## src/rtl/clint_slave_if.sv

```systemverilog
// rtl/clint_slave_if.sv - data-memory bus seen by the CLINT responder
// Carries the MEM-stage access fields and the combinational load data.
interface clint_slave_if;
   logic        mem_ce_i;
   logic        mem_we_i;
   logic [31:0] mem_addr_i;
   logic [3:0]  mem_sel_i;
   logic [31:0] mem_data_i;
   logic [31:0] mem_data_o;

   modport slave (
      input  mem_ce_i,
      input  mem_we_i,
      input  mem_addr_i,
      input  mem_sel_i,
      input  mem_data_i,
      output mem_data_o
   );

   modport master (
      output mem_ce_i,
      output mem_we_i,
      output mem_addr_i,
      output mem_sel_i,
      output mem_data_i,
      input  mem_data_o
   );
endinterface

```

## src/rtl/clint_slave.sv

```systemverilog
// rtl/clint_slave.sv - core-local interruptor: MSIP, MTIME, MTIMECMP responder
// Bus reads are combinational and zero when not addressed so responders can be OR-muxed.
module clint_slave #(
   parameter logic [31:0] BASE_ADDR = 32'h0200_0000,
   parameter int unsigned TICK_DIV  = 1
) (
   input  logic                clk,
   input  logic                rst,
   clint_slave_if.slave        bus,
   input  logic [31:0]         csr_mie_i,
   input  logic [31:0]         csr_mstatus_i,
   output logic                interrupt_clint,
   output logic [30:0]         exception_code_clint,
   output logic [63:0]         mtime_o
);

   localparam logic [13:0] OFF_MSIP      = 14'h0000;
   localparam logic [13:0] OFF_MTIMECMP0 = 14'h1000;
   localparam logic [13:0] OFF_MTIMECMP1 = 14'h1001;
   localparam logic [13:0] OFF_MTIME0    = 14'h2FFE;
   localparam logic [13:0] OFF_MTIME1    = 14'h2FFF;
   localparam logic [15:0] PRESC_MAX     = 16'(TICK_DIV - 1);

   logic        msip_q, msip_d;
   logic [63:0] mtime_q, mtime_d;
   logic [63:0] mtimecmp_q, mtimecmp_d;
   logic [15:0] presc_q, presc_d;
   logic        mtip_q, mtip_d;

   logic        hit;
   logic        wr_en;
   logic [13:0] word_off;
   logic        tick;
   logic        sw_pend;
   logic        tm_pend;
   logic        unused_bits;

   function automatic logic [31:0] merge_bytes(input logic [31:0] old_val,
                                               input logic [31:0] new_val,
                                               input logic [3:0]  sel);
      logic [31:0] res;
      res = old_val;
      for (int i = 0; i < 4; i++) begin
         if (sel[i]) begin
            res[8*i +: 8] = new_val[8*i +: 8];
         end
      end
      return res;
   endfunction

   assign hit      = bus.mem_ce_i && (bus.mem_addr_i[31:16] == BASE_ADDR[31:16]);
   assign wr_en    = hit && bus.mem_we_i;
   assign word_off = bus.mem_addr_i[15:2];
   assign tick     = (presc_q == PRESC_MAX);

   assign unused_bits = ^{bus.mem_addr_i[1:0], csr_mie_i[31:8], csr_mie_i[6:4],
                          csr_mie_i[2:0], csr_mstatus_i[31:4], csr_mstatus_i[2:0]};

   always_comb begin
      bus.mem_data_o = 32'h0;
      if (hit && !bus.mem_we_i) begin
         case (word_off)
            OFF_MSIP:      bus.mem_data_o = {31'h0, msip_q};
            OFF_MTIMECMP0: bus.mem_data_o = mtimecmp_q[31:0];
            OFF_MTIMECMP1: bus.mem_data_o = mtimecmp_q[63:32];
            OFF_MTIME0:    bus.mem_data_o = mtime_q[31:0];
            OFF_MTIME1:    bus.mem_data_o = mtime_q[63:32];
            default:       bus.mem_data_o = 32'h0;
         endcase
      end
   end

   // A software write to either MTIME half swallows that cycle's tick entirely.
   always_comb begin
      msip_d     = msip_q;
      mtimecmp_d = mtimecmp_q;
      mtime_d    = tick ? (mtime_q + 64'd1) : mtime_q;
      presc_d    = tick ? 16'd0 : (presc_q + 16'd1);
      mtip_d     = (mtime_q >= mtimecmp_q);

      if (wr_en) begin
         case (word_off)
            OFF_MSIP: begin
               if (bus.mem_sel_i[0]) begin
                  msip_d = bus.mem_data_i[0];
               end
            end
            OFF_MTIMECMP0: begin
               mtimecmp_d[31:0] = merge_bytes(mtimecmp_q[31:0], bus.mem_data_i, bus.mem_sel_i);
            end
            OFF_MTIMECMP1: begin
               mtimecmp_d[63:32] = merge_bytes(mtimecmp_q[63:32], bus.mem_data_i, bus.mem_sel_i);
            end
            OFF_MTIME0: begin
               mtime_d = {mtime_q[63:32],
                          merge_bytes(mtime_q[31:0], bus.mem_data_i, bus.mem_sel_i)};
            end
            OFF_MTIME1: begin
               mtime_d = {merge_bytes(mtime_q[63:32], bus.mem_data_i, bus.mem_sel_i),
                          mtime_q[31:0]};
            end
            default: begin
               msip_d = msip_q;
            end
         endcase
      end
   end

   always_ff @(posedge clk or negedge rst) begin
      if (!rst) begin
         msip_q     <= 1'b0;
         mtime_q    <= 64'h0;
         mtimecmp_q <= 64'hFFFF_FFFF_FFFF_FFFF;
         presc_q    <= 16'h0;
         mtip_q     <= 1'b0;
      end else begin
         msip_q     <= msip_d;
         mtime_q    <= mtime_d;
         mtimecmp_q <= mtimecmp_d;
         presc_q    <= presc_d;
         mtip_q     <= mtip_d;
      end
   end

   // Software interrupt outranks the timer when both are enabled and pending.
   assign sw_pend = msip_q && csr_mie_i[3];
   assign tm_pend = mtip_q && csr_mie_i[7];

   assign interrupt_clint      = csr_mstatus_i[3] && (sw_pend || tm_pend);
   assign exception_code_clint = sw_pend ? 31'd3 : (tm_pend ? 31'd7 : 31'd0);
   assign mtime_o              = mtime_q;

endmodule
```

## src/flat_wrapper.sv

```systemverilog
// flat-port wrapper written by rule: the top's interface ports become plain ports
module clint_slave_flat 
#(
   parameter logic [31:0] BASE_ADDR = 32'h0200_0000,
   parameter int unsigned TICK_DIV  = 1
)
  (clk, rst, csr_mie_i, csr_mstatus_i, interrupt_clint, exception_code_clint, mtime_o, bus_mem_ce_i, bus_mem_we_i, bus_mem_addr_i, bus_mem_sel_i, bus_mem_data_i, bus_mem_data_o);
  clint_slave_if bus_i ();
  input  logic clk;
  input  logic rst;
  input  logic [31:0] csr_mie_i;
  input  logic [31:0] csr_mstatus_i;
  output logic interrupt_clint;
  output logic [30:0] exception_code_clint;
  output logic [63:0] mtime_o;
  input wire logic [$bits(bus_i.mem_ce_i)-1:0] bus_mem_ce_i;
  input wire logic [$bits(bus_i.mem_we_i)-1:0] bus_mem_we_i;
  input wire logic [$bits(bus_i.mem_addr_i)-1:0] bus_mem_addr_i;
  input wire logic [$bits(bus_i.mem_sel_i)-1:0] bus_mem_sel_i;
  input wire logic [$bits(bus_i.mem_data_i)-1:0] bus_mem_data_i;
  output wire logic [$bits(bus_i.mem_data_o)-1:0] bus_mem_data_o;
  assign bus_i.mem_ce_i = bus_mem_ce_i;
  assign bus_i.mem_we_i = bus_mem_we_i;
  assign bus_i.mem_addr_i = bus_mem_addr_i;
  assign bus_i.mem_sel_i = bus_mem_sel_i;
  assign bus_i.mem_data_i = bus_mem_data_i;
  assign bus_mem_data_o = bus_i.mem_data_o;
  clint_slave #(.BASE_ADDR(BASE_ADDR), .TICK_DIV(TICK_DIV)) u_core (.clk(clk), .rst(rst), .bus(bus_i), .csr_mie_i(csr_mie_i), .csr_mstatus_i(csr_mstatus_i), .interrupt_clint(interrupt_clint), .exception_code_clint(exception_code_clint), .mtime_o(mtime_o));
endmodule
```

## config.mk

```make
export PLATFORM = sky130hd
export DESIGN_NAME = clint_slave_flat
export DESIGN_NICKNAME = d
export VERILOG_FILES = /design/src/rtl/clint_slave_if.sv /design/src/rtl/clint_slave.sv /design/src/flat_wrapper.sv
export SDC_FILE = /design/constraint.sdc
export NUM_CORES = 1
export LEC_CHECK = 0
export ABC_AREA = 1
export ABC_CLOCK_PERIOD_IN_PS = 3300
export BUFFER_PORTS_ARGS = -buffer_cell sky130_fd_sc_hd__buf_2
export CAP_MARGIN = 40
export CORE_UTILIZATION = 35
export CTS_BUF_LIST = sky130_fd_sc_hd__clkbuf_16
export DETAILED_ROUTE_END_ITERATION = 16
export PLACE_DENSITY = 0.62
export SLEW_MARGIN = 25
export SYNTH_ARGS = -nofsm -noshare
export SYNTH_HDL_FRONTEND = slang
export SYNTH_SLANG_ARGS = --single-unit
export TNS_END_PERCENT = 100
```

## constraint.sdc

```tcl
create_clock -name clk -period 3.3 [get_ports clk]
set_input_delay 0.165 -clock clk [delete_from_list [all_inputs] [get_ports clk]]
set_output_delay 0.165 -clock clk [all_outputs]
set_load 0.1 [all_outputs]
```

==> results of run 1 <==
## area by class of cell
cell class | instances | area [um^2]
clock buffer | 19 | 475.5
sequential | 146 | 3734
clock inverter | 13 | 83.83
timing repair buffer | 211 | 1718
inverter | 257 | 964.7
multi-input combinational | 1388 | 6853
tap | 442 | 553.0
fill | 3504 | 18490
## synthesized netlist by cell type (3+ instances only)
library cell / count / area (um^2)
a21oi_1: 51 / 255.2
buf_1: 3 / 11.26
buf_2: 12 / 60.06
buf_4: 32 / 240.2
clkbuf_1: 19 / 71.32
dfrtp_1: 82 / 2052
dfstp_2: 64 / 1682
ha_1: 67 / 838.3
inv_1: 250 / 938.4
inv_2: 6 / 22.52
nand2_1: 473 / 1775
nand2_2: 5 / 31.28
nand3_1: 158 / 790.8
nand4_1: 36 / 225.2
nor2_1: 290 / 1089
nor3_1: 26 / 130.1
nor3_2: 3 / 30.03
nor4_1: 5 / 31.28
o211ai_1: 9 / 67.56
o21a_1: 4 / 30.03
o21ai_0: 122 / 610.6
o21ai_1: 11 / 55.05
o22ai_1: 44 / 275.3
or2_2: 5 / 31.28
xnor2_1: 4 / 35.03
xor2_1: 31 / 271.5
## logic make-up after synthesis
| kind of cell | Yosys count | synth area share, % |
|---|---|---|
| AOI/OAI and AO/OA | 244 | 11.23 |
| xor gates and xnor gates | 35 | 2.595 |
| adders and majority gates | 67 | 7.097 |
| buffers and inverters | 324 | 11.45 |
| DFF | 146 | 31.61 |
| other | 1 | 0.03175 |
| and+or+nand+nor | 1014 | 35.99 |
## worst max path at each step
| stage | start | endpoint | slack, ns |
|---|---|---|---|
| global route | u_core.presc_q[0]$_DFF_PN0_ | u_core.mtime_o[55]$_DFFE_PN0P_ | 0.35 |
| global placement | bus_mem_addr_i[4] | bus_mem_data_o[11] | 0.52 |
| floorplan | u_core.mtime_o[56]$_DFFE_PN0P_ | bus_mem_data_o[24] | 0.45 |
| detailed placement | u_core.presc_q[0]$_DFF_PN0_ | u_core.mtime_o[55]$_DFFE_PN0P_ | 0.60 |
| CTS | u_core.presc_q[0]$_DFF_PN0_ | u_core.mtime_o[55]$_DFFE_PN0P_ | 0.59 |
| finish | u_core.presc_q[0]$_DFF_PN0_ | u_core.mtime_o[23]$_DFFE_PN0P_ | 0.55 |
## cells in the final DEF (no fill, tap or decap), drive strengths merged
| master | synthesis | final |
|---|---|---|
| o22ai | 44 | 44 |
| dlygate4sd3 | 0 | 10 |
| nand3b | 2 | 2 |
| nor2 | 293 | 293 |
| ha | 67 | 67 |
| xnor2 | 4 | 4 |
| or2 | 7 | 7 |
| nor4 | 7 | 7 |
| o211ai | 9 | 9 |
| o21ai | 134 | 134 |
| clkinvlp | 0 | 2 |
| a21boi | 1 | 1 |
| nand2 | 478 | 478 |
| a21oi | 52 | 52 |
| clkinv | 1 | 8 |
| xor2 | 31 | 31 |
| nor3b | 2 | 2 |
| conb | 1 | 28 |
| nand4 | 36 | 36 |
| o21a | 4 | 4 |
| dfstp | 64 | 64 |
| nor3 | 29 | 29 |
| and2 | 2 | 2 |
| inv | 256 | 260 |
| clkbuf | 20 | 19 |
| nand3 | 158 | 158 |
| buf | 47 | 201 |
| dfrtp | 82 | 82 |
## power by group through the flow
stage               sequential [mW]  clock, mW  combinational [mW]
global route                   1.79       1.99               0.356
finish                         1.79       1.90               0.331
floorplan                      1.82          0               0.226
detailed placement             1.82          0               0.323
CTS                            1.79       1.92               0.333
global placement               1.82          0               0.322
## stage by stage
| step | setup WS (ns) | hold slack [ns] |
|---|---|---|
| after global placement | 0.5217 | 0.2213 |
| after global routing | 0.3529 | 0.01791 |
| after floorplan | 0.4466 | -0.1306 |
| after detailed placement | 0.5966 | 0.2248 |
| after CTS | 0.5907 | 0.001478 |
| final | 0.5540 | 0.008556 |
## routing by layer
metal  part of all wire, %  global-route usage, %  vias up
met4                   2.1                  8.393        0
met2                    46                  46.34      525
met3                   6.9                  3.659       62
li1                      -                      -     6216
met5                     0                      0        -
met1                    45                  39.02     6101
## registers in the layout, indices dropped and copies added (netlist names)
signal,flops
u_core.mtip_q,1
u_core.msip_q,1
u_core.mtime_o,64
u_core.mtimecmp_q,64
u_core.presc_q,16
## worst min-delay path: cells and delay by family
kind / cells / cell delay [ns]
AOI/OAI and AO/OA: 1 / 0.09
buffers and inverters: 2 / 0.19
==> out/metrics.cfg, run 1 <==
[status]
status = complete, no violations

[worst_setup_path]
rr_endpoint = u_core.mtime_o[23]$_DFFE_PN0P_
arrival_ns = 3.13
r2r_cells = 12
critPathMaxStageDelay_ns = 0.51
criticalPathCategory = flop to flop
startpoint_type = flop
cp_cell_sequence = inv_1 -> ha_1 -> inv_1 -> nor2_1 -> nand2_1 -> nor2_1 -> nand2_1 -> nor2_1 -> nand2_1 -> xor2_1 -> or2_2 -> nand3_1
path_max_fanout = 11
crit_buf_inv = 2
cp_slowest_cell = nor2_1
end_kind = flop
r2r_start = u_core.presc_q[0]$_DFF_PN0_
cp_top_family = simple AND/OR/NAND/NOR gates
critPathRequiredTime_ns = 3.68
worst-path-stages = 12
r2r_slack_ns = 0.55

[sta]
rsz0062_at_grt = false
maxSlewHeadroom_pct = 50.98
clock.fmax_mhz = 364.2
timing.final.crit_share_pct = 83.21
setup_viol = 0
finalHoldViolations = 0
finalClockSkew_ns = 0.01550
slew_viol_final = 0
finalSetupTns_ns = 0
min_period_ns = 2.746
tightest_slew_ns = 0.7336

[routing]
wire_per_inst_um = 19.38
dr.first_iter.drc_count = 1287
viasPerCell = 5.212
vias = 12900
finalWirelength_um = 47990
drc = 0
first_pass_iters = 6
drtAntennaViolNets = 0

[global_routing]
grt_pass1_vias = 12280
grt_antenna_before_repair = 0
grt_pass1_wl_um = 72590
grt_max_degree = 69
grt_overflow = 0
grt_usage_pct = 28.41

[finish]
num-nets-final = 2224
syn_to_final_growth_pct = 21.75
drive_above_1_share_pct = 15.98
stdcell_area_um2 = 14380
diodes = 0
stdcell_count = 2476
fin_util_pct = 43.76

[synthesis]
synth_seq_cells = 146
seq_area_frac_synth_pct = 31.61
ys_warn_count = 0
syn_area_um2 = 11810
synth_edf_count = 0
postSynthAreaPerCell_um2 = 6.451
synthFlopType = dfrtp_1
yosysUniqueCellTypes = 41
async_flop_share_pct = 100.0
netlist_instances = 1831

[placement]
dpl_cell_area_um2 = 13690
place_inst = 2433
place.gp.congestion = 0.9701
portBuffers = 172
place_hpwl_um = 37570

[power_and_ir_drop]
p_leak_nw = 6.615
power_switching_mw = 1.125
power.density_nw_per_um2 = 279.6
clockPowerShare_pct = 47.2
p_int_mw = 2.896
power_frac_seq_pct = 44.6
pwr-share-comb_pct = 8.2
max-vdd-ir-drop_mv = 0.3220
power_mw = 4.021
switching_share_pct = 27.98

[clocking]
cts_made_buffers = 17
path_clk_slew_ns = 0.07
cts_num_sinks = 146
cts_tree = built
clockBufferDepth = 2
cts_max_level = 4
clk_latency_ns = 0.44
cts_hold_buffers = 10
cts_resized = 0
post_cts_buffers = 0
cts-root-buf = clkbuf_16

[die]
io-pin-count = 264
die_w_um = 185.7
die_y_um = 185.7
die-area_um2 = 34490
start_util_pct = 35.94
num_rows = 66
placeableCoreArea_um2 = 32870

[min_path]
min_path_cells = 3
holdPathEnd = u_core.mtimecmp_q[46]$_DFFE_PN1P_
min_path_type = primary input to flop
hp-start = bus_mem_data_i[14]

[run]
drv_cap = 0

No activity file was read; power rests on OpenSTA's default activity.
==> run 2, diff against run 1 <==
ABC_AREA = 0   (was 1)
ABC_CLOCK_PERIOD_IN_PS = 2700   (was 3300)
clock period = 2.7 ns   (was 3.3 ns; I/O delays follow)
==> run 2 against run 1 <==
Compared with the run above:
- synthesized area down 9.6%
- count of clock-buffer cells in the layout down 2
- wire length down 15%
- combinational power up 23%
- sequential power up 22%
- critical path type unchanged
- final cell count down 24%
==> out/metrics.cfg, run 2 <==
[die]
placeableCoreArea_um2 = 29800
io-pin-count = 264
die_w_um = 176.6
num_rows = 63
die_y_um = 176.6
die-area_um2 = 31200
start_util_pct = 35.82

[finish]
diodes = 0
drive_above_1_share_pct = 35.87
final_cell_mix = 141 x buf_2, 108 x nand2_1, 103 x buf_4
register_area_um2 = 3802
syn_to_final_growth_pct = 31.91
n_fill_cell = 2860
stdcell_area_um2 = 14080
multi_input_area_um2 = 6474
num-nets-final = 1673
final_common_cell = buf_2

[clocking]
cts_max_level = 4
clk_latency_ns = 0.45
cts_tree = built
clockBufferDepth = 2
cts_made_buffers = 17
post_cts_buffers = 0
cts_num_sinks = 146
path_clk_slew_ns = 0.07
cts-root-buf = clkbuf_16

[routing]
first_pass_iters = 7
wire_per_inst_um = 21.68
drc = 0
dr.first_iter.drc_count = 1122
drtAntennaViolNets = 0
vias = 11160
finalWirelength_um = 40610
viasPerCell = 5.956

[sta]
tightest_slew_ns = 0.7365
clock.fmax_mhz = 383.4
slew_viol_final = 0
finalSetupTns_ns = 0
rsz0062_at_grt = false
finalHoldViolations = 0
setup_ws_ns = 0.09164
setup_viol = 0
finalClockSkew_ns = 0.01608
timing.final.crit_share_pct = 96.61
min_period_ns = 2.608
maxSlewHeadroom_pct = 50.45

[worst_setup_path]
critPathMaxStageDelay_ns = 0.63
crit_buf_inv = 0
end_kind = flop
worst-path-stages = 6
criticalPathCategory = flop to flop
startpoint = u_core.mtime_o[17]$_DFFE_PN0P_
r2r_start = u_core.mtime_o[17]$_DFFE_PN0P_
rr_endpoint = u_core.mtime_o[62]$_DFFE_PN0P_
startpoint_type = flop
cp_cell_sequence = nand3_2 -> or4_4 -> or4_1 -> nor4_2 -> mux2i_1 -> nand2_1
cp_slowest_cell = or4_1
cp_top_family = simple AND/OR/NAND/NOR gates
r2r_cells = 6
critPathRequiredTime_ns = 3.03
arrival_ns = 2.94
path_max_fanout = 11
crit_path_end = u_core.mtime_o[62]$_DFFE_PN0P_
r2r_slack_ns = 0.09

[synthesis]
synth_top_cell_by_area = dfrtp_1
netlist_instances = 1214
synth_edf_count = 0
synth_common_cells = 108 x nand2_1, 87 x a21oi_1, 82 x dfrtp_1
synth_most_common_cell = nand2_1
synth_seq_cells = 146
ys_warn_count = 0
postSynthAreaPerCell_um2 = 8.792
synth.area.top_cells = dfrtp_1 19%, dfstp_2 16%, ha_1 7.9%, mux2_2 6.4%, a21oi_1 4.1%
syn_area_um2 = 10670
yosysUniqueCellTypes = 67
seq_area_frac_synth_pct = 34.98
synth_top_area_share_pct = 19.22
synthFlopType = dfrtp_1
async_flop_share_pct = 100.0

[global_routing]
grt_pass1_vias = 10880
grt_pass1_wl_um = 62620
grt_max_degree = 82
grt_overflow = 0
grt_antenna_before_repair = 0
grt_usage_pct = 26.38

[placement]
place_hpwl_um = 30380
dpl_cell_area_um2 = 13290
place.gp.congestion = 0.9534
dp_slack_ns = 0.03925
portBuffers = 172

[status]
status = complete, no violations

[run]
drv_cap = 0

[power_and_ir_drop]
power_mw = 5.010
power.density_nw_per_um2 = 355.9
p_leak_nw = 5.750
max-vdd-ir-drop_mv = 0.4184

[min_path]
min_path_type = primary input to flop

==> run 2: changes by cell type after synthesis, moves of 23 or more <==
cell	previous run	this run
a222oi_1	0	31
clkbuf_1	19	47
o22ai_1	44	1
mux2_2	0	61
nand2_1	473	108
inv_1	250	77
a21oi_1	51	87
nand3_1	158	69
nor2_1	290	64
a31oi_1	0	23
o21ai_0	122	67
xor2_1	31	4
==> run 2: kinds of logic (layout without fill, tap and decap cells) <==
group / Yosys count / count (layout) / share of synthesized area, %
buffers and inverters: 167 / 409 / 7.162
xor gates and xnor gates: 16 / 16 / 1.313
and+or+nand+nor: 432 / 432 / 22.18
other: 1 / 28 / 0.03513
AOI/OAI and AO/OA: 319 / 319 / 19.58
adders and majority gates: 67 / 67 / 7.854
DFF: 146 / 146 / 34.98
muxes: 66 / 66 / 6.904
==> run 2: report_power, final <==
part	switching [mW]	internal, mW	leakage [nW]
clock network	0.983	1.43	0.294
logic	0.330	0.0756	3.79
registers	0.00000982	2.19	1.66
==> run 2: routing by layer <==
layer	global-route usage (%)	up-vias	routed length (um)
li1	-	5076	-
met1	34.05	5386	16590
met2	42.63	584	19010
met3	5.498	110	3577
met4	11.17	0	1432
met5	0	-	0
==> run 2: how the worst min path moves through the flow <==
stage,startpoint,endpoint,slack [ns],cells past startpoint
2_1_floorplan,rst,u_core.msip_q$_DFFE_PN0P_,-0.16,0
3_3_place_gp,rst,u_core.msip_q$_DFFE_PN0P_,0.26,1
3_5_place_dp,rst,u_core.mtime_o[28]$_DFFE_PN0P_,0.26,1
4_1_cts,bus_mem_data_i[14],u_core.mtimecmp_q[46]$_DFFE_PN1P_,0.0008,2
5_1_grt,bus_mem_data_i[14],u_core.mtimecmp_q[46]$_DFFE_PN1P_,0.008,2
6_report,bus_mem_data_i[14],u_core.mtimecmp_q[46]$_DFFE_PN1P_,0.007,2
==> run 2: stage by stage <==
stage          hold slack, ns  util, %  std cells
3_5_place_dp           0.2601    44.62       1824
4_1_cts             0.0008475    47.06       1871
6_report             0.007127    47.25       1873
2_1_floorplan         -0.1606        -       1241
5_1_grt              0.007680    47.25       1873
3_3_place_gp           0.2557    44.60       1823
==> run 2: worst reg2reg max path, stage by stage, from the launching register on <==
cell and delay, ns:
dfrtp_4 0.48, nand3_2 0.11, or4_4 0.60, or4_1 0.63
nor4_2 0.38, mux2i_1 0.23, nand2_1 0.07
==> run 2: what timing repair did <==
item                       CTS  global route
resized for setup            0             4
setup endpoints to repair    0            30
hold buffers                15             0
hold endpoints to repair    68             0
==> run 2: layout make-up <==
| type | instances | share of cell area [%] |
|---|---|---|
| multi-input combinational | 928 | 45.98 |
| sequential | 146 | 27.01 |
| timing repair buffer | 300 | 17.39 |
| tap | 390 | 3.466 |
| clock buffer | 17 | 3.021 |
| inverter | 77 | 2.053 |
| clock inverter | 15 | 1.084 |
